$ cat src/rtl/tic_tac_toe_board.sv
// -----------------------------------------------------------------------------
// tic_tac_toe_board
//   Board/referee datapath that sits beside the game controller. It holds the
//   3x3 board, accepts or rejects move requests, and reports the status flags
//   the controller steers on.
//
//   Cell index map: 0..8, row-major (0 = top-left, 8 = bottom-right).
//   Cell i occupies board[2i+1:2i].
//
// Ports
//   clk       in   system clock, rising edge
//   rst       in   synchronous reset, active-low (priority over everything)
//   playX_en  in   X's turn enable from the controller
//   play0_en  in   O's turn enable from the controller
//   move_vld  in   move request strobe
//   move_pos  in   [3:0] requested cell index, legal 0..8
//   clr       in   synchronous new-game clear, active-high
//   ill       out  one-cycle pulse: the last request was rejected
//   win       out  [1:0] 00 none, 01 X won, 10 O won
//   nospc     out  all nine cells occupied
//   board     out  [17:0] packed board state
//   move_cnt  out  [3:0] accepted moves, 0..9
// -----------------------------------------------------------------------------
module tic_tac_toe_board #(
  parameter logic [1:0] EMPTY = 2'b00,
  parameter logic [1:0] XMARK = 2'b01,
  parameter logic [1:0] OMARK = 2'b10
) (
  input  logic        clk,
  input  logic        rst,
  input  logic        playX_en,
  input  logic        play0_en,
  input  logic        move_vld,
  input  logic [3:0]  move_pos,
  input  logic        clr,
  output logic        ill,
  output logic [1:0]  win,
  output logic        nospc,
  output logic [17:0] board,
  output logic [3:0]  move_cnt
);

  localparam logic [1:0] WIN_NONE = 2'b00;
  localparam logic [3:0] LAST_POS = 4'd8;
  localparam logic [3:0] MAX_CNT  = 4'd9;

  logic [8:0][1:0] cells_q;
  logic            ill_q;
  logic [1:0]      win_q;
  logic            nospc_q;
  logic [3:0]      cnt_q;

  // Mark owning a completed line, or EMPTY if the line is not complete.
  function automatic logic [1:0] line3(input logic [1:0] a, b, c);
    return (a != EMPTY && a == b && a == c) ? a : EMPTY;
  endfunction

  // First completed line wins; two different winners cannot coexist because
  // the board freezes as soon as a win is registered.
  function automatic logic [1:0] win_of(input logic [8:0][1:0] c);
    logic [7:0][1:0] l;
    l[0] = line3(c[0], c[1], c[2]);
    l[1] = line3(c[3], c[4], c[5]);
    l[2] = line3(c[6], c[7], c[8]);
    l[3] = line3(c[0], c[3], c[6]);
    l[4] = line3(c[1], c[4], c[7]);
    l[5] = line3(c[2], c[5], c[8]);
    l[6] = line3(c[0], c[4], c[8]);
    l[7] = line3(c[2], c[4], c[6]);
    for (int i = 0; i < 8; i++) begin
      if (l[i] != EMPTY) return l[i];
    end
    return WIN_NONE;
  endfunction

  logic       req;
  logic       conflict;
  logic       pos_ok;
  logic       cell_free;
  logic       legal;
  logic       reject;
  logic [1:0] mark;
  logic [1:0] line_win;
  logic       full;

  always_comb begin
    // NOTE: every always_comb output gets a default first so no path can
    // leave it unassigned and infer a latch.
    cell_free = 1'b0;
    full      = 1'b1;

    req      = move_vld && (playX_en != play0_en);
    conflict = move_vld && playX_en && play0_en;
    pos_ok   = (move_pos <= LAST_POS);
    if (pos_ok) cell_free = (cells_q[move_pos] == EMPTY);

    legal  = req && pos_ok && cell_free && (win_q == WIN_NONE) && (cnt_q != MAX_CNT);
    reject = conflict || (req && !legal);
    mark   = playX_en ? XMARK : OMARK;

    // Status is derived from the registered board, so win/nospc trail the
    // board by one cycle.
    line_win = win_of(cells_q);
    for (int i = 0; i < 9; i++) begin
      if (cells_q[i] == EMPTY) full = 1'b0;
    end
  end

  // NOTE: sequential state uses non-blocking assignments so every register
  // samples the pre-edge values regardless of statement order.
  always_ff @(posedge clk) begin
    if (!rst || clr) begin
      // NOTE: the board is nine flop pairs, not a RAM, so it is cleared
      // directly by reset and clr like any other register.
      cells_q <= '0;
      ill_q   <= 1'b0;
      win_q   <= WIN_NONE;
      nospc_q <= 1'b0;
      cnt_q   <= '0;
    end else begin
      ill_q <= reject;
      if (legal) begin
        cells_q[move_pos] <= mark;
        if (cnt_q != MAX_CNT) cnt_q <= cnt_q + 4'd1;
      end
      // Win is sticky until rst/clr.
      if (win_q == WIN_NONE) win_q <= line_win;
      nospc_q <= full;
    end
  end

  assign ill      = ill_q;
  assign win      = win_q;
  assign nospc    = nospc_q;
  assign board    = cells_q;
  assign move_cnt = cnt_q;

endmodule

$ cat config.mk
export PLATFORM = sky130hd
export DESIGN_NAME = tic_tac_toe_board
export DESIGN_NICKNAME = d
export VERILOG_FILES = /design/src/rtl/tic_tac_toe_board.sv
export SDC_FILE = /design/constraint.sdc
export NUM_CORES = 1
export LEC_CHECK = 0
export CAP_MARGIN = 0
export CORE_ASPECT_RATIO = 0.5
export CORE_MARGIN = 2
export CORE_UTILIZATION = 40
export DETAILED_ROUTE_END_ITERATION = 6
export GPL_TIMING_DRIVEN = 1
export HOLD_SLACK_MARGIN = 0.03
export PLACE_DENSITY = 0.68
export SYNTH_ARGS = -nofsm -noshare
export SYNTH_HDL_FRONTEND = slang
export SYNTH_SLANG_ARGS = --single-unit
$ cat constraint.sdc
create_clock -name clk -period 1.9 [get_ports clk]
set_clock_uncertainty 0.2 [all_clocks]
set_input_delay 0.38 -clock clk [delete_from_list [all_inputs] [get_ports clk]]
set_output_delay 0.38 -clock clk [all_outputs]
set_load 0.1 [all_outputs]
==> run summary <==
The cell-internal power is ~0.0009 W. The antenna violation net count after detailed routing is 0. The routability-driven placement congestion ratio is roughly 0.87.

The number of buffers added by the clock tree synthesis step is 3. The data required time of the worst path came out at between 1.5 and 2 ns. The number of antenna violations at the first check in global routing came out at 0. The net switching share of the total power is 0.2523.

Of the total power, combinational logic draws 0.155. Counting every sink on the clock net gives 26. The final worst-path cycle share is 1.071. The number of inserted diodes is 0. The power per cell area came out at 369.4 mW/mm2. The area of the die came out at 0.004787 mm2.

By count the netlist is led by 34 x sky130_fd_sc_hd__nor2_1, 26 x sky130_fd_sc_hd__dfxtp_1, 17 x sky130_fd_sc_hd__nand3_1, 14 x sky130_fd_sc_hd__a21oi_1. The net count after synthesis came out at around 230. In this run the critical register-to-register path is launched from board[4].

The latest clock arrival within the worst-skew pair is 0.28 ns. After synthesis the netlist holds a flip-flop and latch count of 26. TritonCTS built the clock tree. The number of core rows came out at 16. The actual transition at the worst max-transition pin came out at around 0.5 ns. The count of flip-flops with a built-in enable after synthesis is 0. The number of filler cells placed in the layout came out at between 200 and 250. The mean area per synthesized cell came out at 7.814 um2.

The post-route setup TNS came out at -0.9970 ns. The highest clock rate came out at about 490 MHz. The sequential power share is 0.447. The total congestion overflow after global routing is 0. The endpoint identified for the worst register-to-register timing path is win[1]. The worst hold path belongs to the class input port to register. The number of H-tree branching levels is 1. By instance count, the leading cell after synthesis is sky130_fd_sc_hd__nor2_1. The data arrival at the endpoint of the critical path came out at between 2 and 2.5 ns. The first routing iteration left around 190 violations. The vertical extent of the die is 49.94 um. The delay contributed by the slowest stage of the critical path came out at roughly 0.39 ns. STA classifies the critical path endpoint as a register.

The detailed-routing iteration count for the pre-antenna-repair pass is 6. The cell count of the worst hold path is 3. The starting density of the core came out at 0.4237. The width of the die is between 90 and 100 um. The final hold slack is approximately 0.35 ns. The number of port buffers is 35. The area growth from synthesis to layout came out at 88.95%. The worst pin sits at a relative slew slack of 0.6654. The global-route total usage across every layer is 0.2719.

The area of the core region is between 0.003 and 0.004 mm2. For the finished layout, the period the worst path requires is between 2 and 2.5 ns. The mapped cell area came out at 0.001688 mm2. The via count of the first global-routing pass came out at roughly 2100. The count of hold-fix buffers inserted at cts is 0. The slowest cell on the critical path is sky130_fd_sc_hd__or3_4. Setup violations remaining at the end of the flow were counted as 17. The portion of synthesized cell area occupied by the leading cell type is 0.3084.

The async set-or-reset flop fraction in the synthesized netlist came out at 0. The sum of routed wire length over all layers is just over 7 mm. Max-cap violations in this run came to 0. Sorting the synthesized cells by area gives the leading types as sky130_fd_sc_hd__dfxtp_1 31%, sky130_fd_sc_hd__nor2_1 7.6%, sky130_fd_sc_hd__nand3_1 5.0%.

Setup repair after global routing could not meet its margin everywhere. The HPWL after detailed placement is between 4 and 5 mm. The number of pins with negative max-slew slack in the final report came out at 0. In the final layout, the share of cells above drive strength 1 is 0.5767. The largest fanout of any net on the critical path is 5.

The final reports fail on negative setup slack. The cell area after layout is 0.003189 mm2. The startpoint identified for the worst hold timing path is move_pos[1].

The leakage power figure is 1.235 nW. The number of standard cells after synthesis is around 220. In the routed layout, each cell is associated on average with a via count of around 6. The boundary pin count came out at 36. The number of hold violations in the final report was 0. The post-synthesis cell type count is 52.

The slack of the worst reg-to-reg path is -0.13 ns. The global-route wire length before repair came out at approximately 10 mm. For this run, the register share of the synthesized area comes to 0.3084. For this run, the number of Yosys warnings is 0.

The kind of critical path is register to register. The vias after detailed routing came out at around 2200. The final critical-path setup slack came out at -0.1346 ns. The worst-case IR drop observed on VDD is between 0.0002 and 0.0003 V. Among all flip-flop cells after synthesis, the most frequent one is sky130_fd_sc_hd__dfxtp_1. In the routed design, unresolved DRC markers number 0. The hold-critical path endpoint is board[15]. The share of power burned in the clock network is 0.399.

The critical path goes through buf_6 > or3_4 > a21oi_4 > nor2_4 > a311oi_2 > o211ai_1 > a221oi_2. The type of element launching the critical path is a register. The placed instances occupy a cell area of about 0.0027 mm2.

Clock-pin slew was measured on the worst setup and hold paths at around 0.09 ns. The flow ran to the end, but the final reports show violations. The largest net degree at the start of global routing came out at 24. The count of cells along the worst register-to-register path came out at 7. Timing analysis after detailed placement gives a worst setup slack of -0.5795 ns. Dividing the detail-routed wire length by the instance count gives roughly 20 um. The number of buffers on the longest clock path came out at 2.

Summed over all instances, the cell type with the most area after synthesis is sky130_fd_sc_hd__dfxtp_1. The root buffer cell chosen for the clock tree is sky130_fd_sc_hd__clkbuf_8. The number of nets in the layout came out at 313. The final cell utilization of the core is 0.8006. The net switching component of the power came out at between 0.0002 and 0.0003 W.
[worst max-delay path by stage]
stage,start,endpoint,slack (ns),depth (start not counted)
3_3_place_gp,move_pos[1],board[15],-0.51,6
6_report,board[4],win[1],-0.13,7
2_1_floorplan,board[12],board[15],-0.16,7
4_1_cts,board[2],win[0],-0.11,8
3_5_place_dp,move_pos[1],move_cnt[0],-0.58,7
5_1_grt,board[4],win[1],-0.17,7
[power groups by stage]
| stage | Clock [W] | Combinational [W] | Sequential, W |
|---|---|---|---|
| floorplan | 0 | 0.0000540 | 0.000560 |
| global placement | 0 | 0.000138 | 0.000539 |
| detailed placement | 0 | 0.000142 | 0.000539 |
| CTS | 0.000474 | 0.000162 | 0.000526 |
| global route | 0.000495 | 0.000192 | 0.000527 |
| finish | 0.000470 | 0.000182 | 0.000526 |
[metal layers]
| layer | vias to the layer above | global-route usage | share of wire |
|---|---|---|---|
| li1 | 968 | - | - |
| met1 | 1008 | 0.3417 | 0.39 |
| met2 | 134 | 0.4744 | 0.48 |
| met3 | 50 | 0.04281 | 0.068 |
| met4 | 0 | 0.09048 | 0.058 |
| met5 | - | 0 | 0 |
[stage by stage]
stage / power [W] / cells
after floorplan: 0.0006137 / 216
after global placement: 0.0006765 / 335
after detailed placement: 0.0006808 / 335
after CTS: 0.001162 / 350
after global routing: 0.001213 / 354
final: 0.001178 / 354
[registers in the layout (all words and copies together), names as in the netlist]
signal    count
move_cnt      4
ill           1
nospc         1
win           2
board        18
[critical path, delay by kind of cell (launching register included)]
family | cells | cell delay (ns)
compound gates | 4 | 0.75
buf+inv | 1 | 0.13
flops | 1 | 0.38
simple gates | 2 | 0.47
[area by class of cell]
cell class	count	area (um2)	share of cell area
clock buffer	3	41.29	0.01295
clock inverter	1	30.03	0.009415
inverter	7	26.28	0.008239
multi-input combinational	173	1379	0.4323
sequential	26	598.1	0.1875
tap	54	67.56	0.02118
timing repair buffer	90	1047	0.3284
[cells in the final DEF, fill, tap and decap left out, types with 3 or more instances in the layout]
master,Yosys,final
sky130_fd_sc_hd__nand3_2,0,3
sky130_fd_sc_hd__clkdlybuf4s50_1,0,6
sky130_fd_sc_hd__or3_4,2,6
sky130_fd_sc_hd__nor2_4,0,6
sky130_fd_sc_hd__nor2b_1,8,7
sky130_fd_sc_hd__and3_1,7,5
sky130_fd_sc_hd__nor2_2,1,4
sky130_fd_sc_hd__a21oi_1,14,7
sky130_fd_sc_hd__nand3_1,17,14
sky130_fd_sc_hd__clkbuf_8,0,3
sky130_fd_sc_hd__a21oi_4,1,4
sky130_fd_sc_hd__a21oi_2,4,8
sky130_fd_sc_hd__nor2_1,34,25
sky130_fd_sc_hd__o21a_1,3,3
sky130_fd_sc_hd__nor3_1,7,4
sky130_fd_sc_hd__dfxtp_2,0,5
sky130_fd_sc_hd__buf_4,0,51
sky130_fd_sc_hd__o21ai_1,4,3
sky130_fd_sc_hd__buf_12,0,27
sky130_fd_sc_hd__a31oi_1,3,3
sky130_fd_sc_hd__o22ai_1,3,3
sky130_fd_sc_hd__inv_1,7,6
sky130_fd_sc_hd__o21ai_0,4,3
sky130_fd_sc_hd__dfxtp_4,0,19
sky130_fd_sc_hd__nand2_1,8,7
[cell families after synthesis]
family | count (synthesis) | share of synthesized area
AND/OR/NAND/NOR | 109 | 0.3403
AO/OA/AOI/OAI | 57 | 0.2469
flip-flops | 26 | 0.3084
buffers and inverters | 17 | 0.05412
XOR/XNOR | 3 | 0.01557
multiplexers | 2 | 0.02001
adder cells (fa/ha/maj) | 2 | 0.01482
[repair_timing]
action / in CTS / in global routing
pin swaps: 15 / 30
endpoints found under the setup margin: 23 / 17
setup buffers: 11 / 4
gates resized for setup: 34 / 29
Power figures use the tool's default switching activity.
